File: config.mk
export PLATFORM = sky130hd
export DESIGN_NAME = pll_reset_seq
export DESIGN_NICKNAME = d
export VERILOG_FILES = /design/src/rtl/pll_reset_seq.sv
export SDC_FILE = /design/constraint.sdc
export NUM_CORES = 1
export LEC_CHECK = 0
export ABC_CLOCK_PERIOD_IN_PS = 3700
export CAP_MARGIN = 40
export CORE_MARGIN = 1
export CORE_UTILIZATION = 55
export DETAILED_ROUTE_END_ITERATION = 6
export PLACE_DENSITY = 0.76
export SETUP_SLACK_MARGIN = 0.3
export SKIP_CTS_REPAIR_TIMING = 1
export SYNTH_ARGS = -nofsm -noshare
export SYNTH_HDL_FRONTEND = slang
export SYNTH_SLANG_ARGS = --single-unit
export TNS_END_PERCENT = 30
File: constraint.sdc
create_clock -name clk -period 3.7 [get_ports clk]
set_input_delay 1.11 -clock clk [delete_from_list [all_inputs] [get_ports clk]]
set_output_delay 1.11 -clock clk [all_outputs]
set_load 0.02 [all_outputs]
File: src/rtl/pll_reset_seq.sv
// Reset and lock supervisor for the radio rPLL: filters PLL lock, releases
// datapath resets in a fixed order, and re-resets the PLL if lock never arrives.
module pll_reset_seq #(
  parameter int RST_CYC   = 16,
  parameter int LOCK_FILT = 1024,
  parameter int TIMEOUT   = 65536,
  parameter int STAGE_GAP = 256,
  parameter int NSTAGE    = 3,
  parameter int CNT_W     = 20
) (
  input  logic              clk,
  input  logic              reset_n,
  input  logic              lock,
  output logic              pll_reset,
  output logic [NSTAGE-1:0] stage_rst_n,
  output logic              ready,
  output logic [1:0]        state,
  output logic [7:0]        relock_cnt,
  output logic [7:0]        retry_cnt
);

  typedef enum logic [1:0] {
    PLL_RST   = 2'd0,
    WAIT_LOCK = 2'd1,
    RELEASE   = 2'd2,
    RUN       = 2'd3
  } state_t;

  localparam logic [CNT_W-1:0] RST_LAST     = CNT_W'(RST_CYC - 1);
  localparam logic [CNT_W-1:0] FILT_LAST    = CNT_W'(LOCK_FILT - 1);
  localparam logic [CNT_W-1:0] TIMEOUT_LAST = CNT_W'(TIMEOUT - 1);
  localparam logic [CNT_W-1:0] REL_LAST     = CNT_W'(NSTAGE * STAGE_GAP - 1);

  state_t            state_reg;
  logic [CNT_W-1:0]  cnt_reg;
  logic [CNT_W-1:0]  hi_reg;
  logic              pll_reset_reg;
  logic [NSTAGE-1:0] stage_reg;
  logic              ready_reg;
  logic [7:0]        relock_reg;
  logic [7:0]        retry_reg;
  logic              lock_meta_reg;
  logic              lock_s;

  // lock comes from the PLL analog block and is asynchronous to clk
  always_ff @(posedge clk or negedge reset_n) begin
    if (!reset_n) begin
      lock_meta_reg <= 1'b0;
      lock_s        <= 1'b0;
    end else begin
      lock_meta_reg <= lock;
      lock_s        <= lock_meta_reg;
    end
  end

  // stage_set[k] marks the edge at which stage k deasserts while in RELEASE
  logic [NSTAGE-1:0] stage_set;
  assign stage_set[0] = 1'b1;

  generate
    for (genvar gi = 1; gi < NSTAGE; gi++) begin : g_stage
      localparam logic [CNT_W-1:0] HIT = CNT_W'(gi * STAGE_GAP - 1);
      assign stage_set[gi] = (cnt_reg == HIT);
    end
  endgenerate

  always_ff @(posedge clk or negedge reset_n) begin
    if (!reset_n) begin
      state_reg     <= PLL_RST;
      cnt_reg       <= '0;
      hi_reg        <= '0;
      pll_reset_reg <= 1'b1;
      stage_reg     <= '0;
      ready_reg     <= 1'b0;
      relock_reg    <= 8'd0;
      retry_reg     <= 8'd0;
    end else if ((state_reg == RELEASE || state_reg == RUN) && !lock_s) begin
      // lock lost: drop every stage at once and wait for relock without a PLL reset
      state_reg <= WAIT_LOCK;
      cnt_reg   <= '0;
      hi_reg    <= '0;
      stage_reg <= '0;
      ready_reg <= 1'b0;
      if (relock_reg != 8'hFF) relock_reg <= relock_reg + 8'd1;
    end else begin
      case (state_reg)
        PLL_RST: begin
          if (cnt_reg == RST_LAST) begin
            state_reg     <= WAIT_LOCK;
            cnt_reg       <= '0;
            pll_reset_reg <= 1'b0;
          end else begin
            cnt_reg <= cnt_reg + 1'b1;
          end
        end
        WAIT_LOCK: begin
          // lock filter completion takes priority over a coincident timeout
          if (lock_s && hi_reg == FILT_LAST) begin
            state_reg <= RELEASE;
            cnt_reg   <= '0;
            hi_reg    <= '0;
            stage_reg <= NSTAGE'(1);
          end else if (cnt_reg == TIMEOUT_LAST) begin
            state_reg     <= PLL_RST;
            cnt_reg       <= '0;
            hi_reg        <= '0;
            pll_reset_reg <= 1'b1;
            if (retry_reg != 8'hFF) retry_reg <= retry_reg + 8'd1;
          end else begin
            cnt_reg <= cnt_reg + 1'b1;
            hi_reg  <= lock_s ? hi_reg + 1'b1 : '0;
          end
        end
        RELEASE: begin
          if (cnt_reg == REL_LAST) begin
            state_reg <= RUN;
            cnt_reg   <= '0;
            ready_reg <= 1'b1;
            stage_reg <= '1;
          end else begin
            cnt_reg   <= cnt_reg + 1'b1;
            stage_reg <= stage_reg | stage_set;
          end
        end
        RUN: begin
          cnt_reg <= '0;
        end
        default: begin
          state_reg <= PLL_RST;
        end
      endcase
    end
  end

  assign pll_reset   = pll_reset_reg;
  assign stage_rst_n = stage_reg;
  assign ready       = ready_reg;
  assign state       = state_reg;
  assign relock_cnt  = relock_reg;
  assign retry_cnt   = retry_reg;

endmodule
==> load_flow_metrics.sql <==
INSERT INTO impl_metrics (metric_group, metric, value, unit) VALUES
('outcome', 'outcome', 'finished clean', ''),
('synth', 'number_of_synthesized_flops_with_an_enable_pin', '0', ''),
('timing', 'setup_tns', '0', 'ps'),
('global_route', 'grt_antenna_before_repair', '0', ''),
('synth', 'synth_largest_type_area_fraction', '47.4', '%'),
('timing', 'timing.final.max_slew_violations', '0', ''),
('synth', 'post_synth.cell_area_avg', '9.99', 'um2'),
('power_and_ir_drop', 'p_total', '1.29', 'mW'),
('clock_tree', 'tritoncts', 'done', ''),
('floorplanning', 'ios', '26', ''),
('worst_setup_path', 'path_cells', 'ha_1, nand3_1, or4_4, or3_1, a311oi_1, a211o_1, nor2_1', ''),
('floorplanning', 'die_area', '0.00646', 'mm2'),
('synth', 'ys_dominant_reg_cell', 'sky130_fd_sc_hd__dfrtp_1', ''),
('worst_setup_path', 'crit_path_start_kind', 'flop', ''),
('worst_setup_path', 'ff2ff_setup_slack', '710', 'ps'),
('route', 'drt_first_pass_iters', '5', ''),
('global_route', 'gr-usage-all-layers', '23.0', '%'),
('timing', 'fin_skew', '8.13', 'ps'),
('place', 'gp_congestion', '0.875', ''),
('worst_setup_path', 'worst-endpoint-arrival', '3180', 'ps'),
('synth', 'synth_area_leader_cell', 'sky130_fd_sc_hd__dfrtp_1', ''),
('route', 'first_iter_violations', '158', ''),
('global_route', 'pin_count_of_the_biggest_net_entering_global_routing', '34', ''),
('timing', 'slew-limit-headroom', '47.9', '%'),
('global_route', 'via_count_of_the_first_global_routing_pass', '2480', ''),
('clock_tree', 'cts_inserted_buffers', '9', ''),
('clock_tree', 'cts_root_buffer', 'sky130_fd_sc_hd__clkbuf_8', ''),
('place', 'port_buffers', '25', ''),
('timing', 'grt_setup_unrepaired', 'false', ''),
('synth', 'synthesis.nets', '350', ''),
('worst_setup_path', 'critPathRequiredTime', '3890', 'ps'),
('run', 'drv.max_cap_violation_count', '0', ''),
('worst_setup_path', 'crit_slowest_cell', 'sky130_fd_sc_hd__or4_4', ''),
('synth', 'synthTopCellsByArea', 'sky130_fd_sc_hd__dfrtp_1 (47%), sky130_fd_sc_hd__nor2_1 (6.8%), sky130_fd_sc_hd__xor2_1 (6.7%)', ''),
('synth', 'synth_seq_area_share', '48.2', '%'),
('timing', 'finalSetupViolations', '0', ''),
('route', 'vias_per_cell', '5.55', ''),
('clock_tree', 'cts_num_sinks', '65', ''),
('synth', 'synth_warnings', '0', ''),
('clock_tree', 'deepest_level_of_the_cts_h_tree', '3', ''),
('floorplanning', 'rows', '28', ''),
('synth', 'synth_cell_types', '52', ''),
('synth', 'synth_cells', '338', ''),
('route', 'drc_errors', '0', ''),
('worst_setup_path', 'type_of_destination_of_the_critical_path', 'flop', ''),
('floorplanning', 'initial_cell_density_of_the_core', '57.1', '%'),
('route', 'avgRoutedWirePerCell', '14.2', 'um'),
('floorplanning', 'chipHeight', '80.4', 'um'),
('final_layout', 'nNetsFinal', '379', ''),
('min_path', 'hold_path.class', 'reg2reg', ''),
('worst_setup_path', 'worstPathMaxFanout', '20', ''),
('timing', 'fin_crit_share', '80.8', '%'),
('worst_setup_path', 'count_of_buffering_cells_on_the_critical_path_with_inverters_included', '0', ''),
('synth', 'syn-cell-area', '0.00338', 'mm2'),
('timing', 'max_slew.worst_pin.slew', '775', 'ps'),
('route', 'totalWireLength', '6.36', 'mm'),
('route', 'vias', '2480', ''),
('timing', 'minimum_clock_period', '2990', 'ps'),
('timing', 'endpoints_failing_hold', '0', ''),
('final_layout', 'final_layout_size_suffix_gt1_share', '8.60', '%'),
('power_and_ir_drop', 'leakage', '1.72', 'nW'),
('worst_setup_path', 'critical-path-top-delay-family', 'simple AND/OR/NAND/NOR gates', ''),
('global_route', 'global_route_wire_length_before_repair', '11.4', 'mm'),
('synth', 'async_reset_ff_share', '100', '%'),
('timing', 'layout_setup_ws', '709', 'ps'),
('clock_tree', 'clkTransAtPathRegs', '70', 'ps'),
('route', 'final_antenna_net_count', '0', ''),
('worst_setup_path', 'max_stage_delay', '560', 'ps'),
('final_layout', 'syn_to_final_growth', '14.4', '%'),
('power_and_ir_drop', 'peak_supply_drop', '0.210', 'mV'),
('clock_tree', 'cts-root-to-sink-buffers', '2', ''),
('power_and_ir_drop', 'powerDensity', '333', 'mW/mm2'),
('final_layout', 'antenna-diode-count', '0', ''),
('global_route', 'grt_overflow', '0', ''),
('floorplanning', 'die_w', '80.4', 'um'),
('clock_tree', 'worstSkewPairLatency', '330', 'ps'),
('place', 'hpwlAfterDp', '4.42', 'mm'),
('place', 'pre_cts_ws', '698', 'ps'),
('worst_setup_path', 'criticalPathCategory', 'reg2reg', ''),
('timing', 'fmaxAchievable', '334', 'MHz'),
('synth', 'synth_seq_cells', '65', ''),
('floorplanning', 'core_area', '0.00592', 'mm2');
==> logic make-up after synthesis <==
kind of cell	synth area share, %
buffers and inverters	2.67
multiplexers	1.26
adder cells (fa/ha/maj)	3.33
AO/OA/AOI/OAI	7.15
flip-flops	48.2
XOR/XNOR	13.0
AND/OR/NAND/NOR	24.4
==> worst register-to-register path: stages (launching register included) <==
cell and delay, ps:
sky130_fd_sc_hd__dfrtp_1 400, sky130_fd_sc_hd__ha_1 240, sky130_fd_sc_hd__nand3_1 110, sky130_fd_sc_hd__or4_4 560, sky130_fd_sc_hd__or3_1 530, sky130_fd_sc_hd__a311oi_1 340
sky130_fd_sc_hd__a211o_1 560, sky130_fd_sc_hd__nor2_1 120
==> area by class of cell <==
class	instances	area, um2
Clock inverter	3	15.0
Inverter	12	45.0
Multi-Input combinational cell	253	1660
Timing Repair Buffer	26	265
Clock buffer	13	159
Fill cell	512	2050
Sequential cell	65	1630
Tap cell	75	93.8
==> metal layers <==
metal / global-route usage, % / wire length (um)
met5: 0 / 0
met4: 9.64 / 102
met3: 3.98 / 198
met2: 37.5 / 3060
met1: 30.2 / 3000
==> power breakdown <==
group	total (mW)	switching (mW)	leakage, nW	internal [mW]
Combinational	0.0297	0.0211	0.740	0.00858
Clock	0.536	0.259	0.0932	0.277
Sequential	0.720	0.00581	0.883	0.714
==> worst paths after layout <==
path	cells after the start	endpoint	from
hold reg to reg	0	lock_s	lock_meta_reg
setup / recovery	7	cnt_reg[5]	cnt_reg[0]
hold / removal	0	lock_s	lock_meta_reg
min in group asynchronous	1	retry_cnt[1]	reset_n
max in group asynchronous	2	pll_reset	reset_n
setup reg to reg	7	cnt_reg[5]	cnt_reg[0]
==> per-stage QoR <==
step	util, %	hold WS (ps)	instance area (um2)	std cells
after floorplan	-	331	3380	338
after global placement	62.4	336	3690	431
after detailed placement	62.4	336	3690	431
after CTS	65.3	355	3870	447
after global routing	65.3	360	3870	447
final	65.3	355	3870	447
==> layout by cell type, fill, tap and decap left out, types with 4 or more instances in the layout <==
cell type,count
sky130_fd_sc_hd__inv_1,12
sky130_fd_sc_hd__nand4_1,11
sky130_fd_sc_hd__xnor2_1,24
sky130_fd_sc_hd__nand3_1,21
sky130_fd_sc_hd__nor2_1,61
sky130_fd_sc_hd__dfrtp_1,64
sky130_fd_sc_hd__nor3_1,8
sky130_fd_sc_hd__nand2_1,21
sky130_fd_sc_hd__and3_1,9
sky130_fd_sc_hd__or3_1,4
sky130_fd_sc_hd__ha_1,9
sky130_fd_sc_hd__a21oi_1,6
sky130_fd_sc_hd__clkbuf_8,11
sky130_fd_sc_hd__clkdlybuf4s50_1,24
sky130_fd_sc_hd__xor2_1,26
sky130_fd_sc_hd__and4_1,4
==> synth_stat cells, types with 4 or more instances <==
cell	number
sky130_fd_sc_hd__or3_1	4
sky130_fd_sc_hd__and4_1	4
sky130_fd_sc_hd__xor2_1	26
sky130_fd_sc_hd__nor2_1	61
sky130_fd_sc_hd__xnor2_1	24
sky130_fd_sc_hd__nor3_1	8
sky130_fd_sc_hd__and3_1	9
sky130_fd_sc_hd__nand4_1	11
sky130_fd_sc_hd__nand2_1	21
sky130_fd_sc_hd__nand3_1	21
sky130_fd_sc_hd__inv_1	12
sky130_fd_sc_hd__dfrtp_1	64
sky130_fd_sc_hd__a21oi_1	6
sky130_fd_sc_hd__ha_1	9
Power figures use the tool's default switching activity.
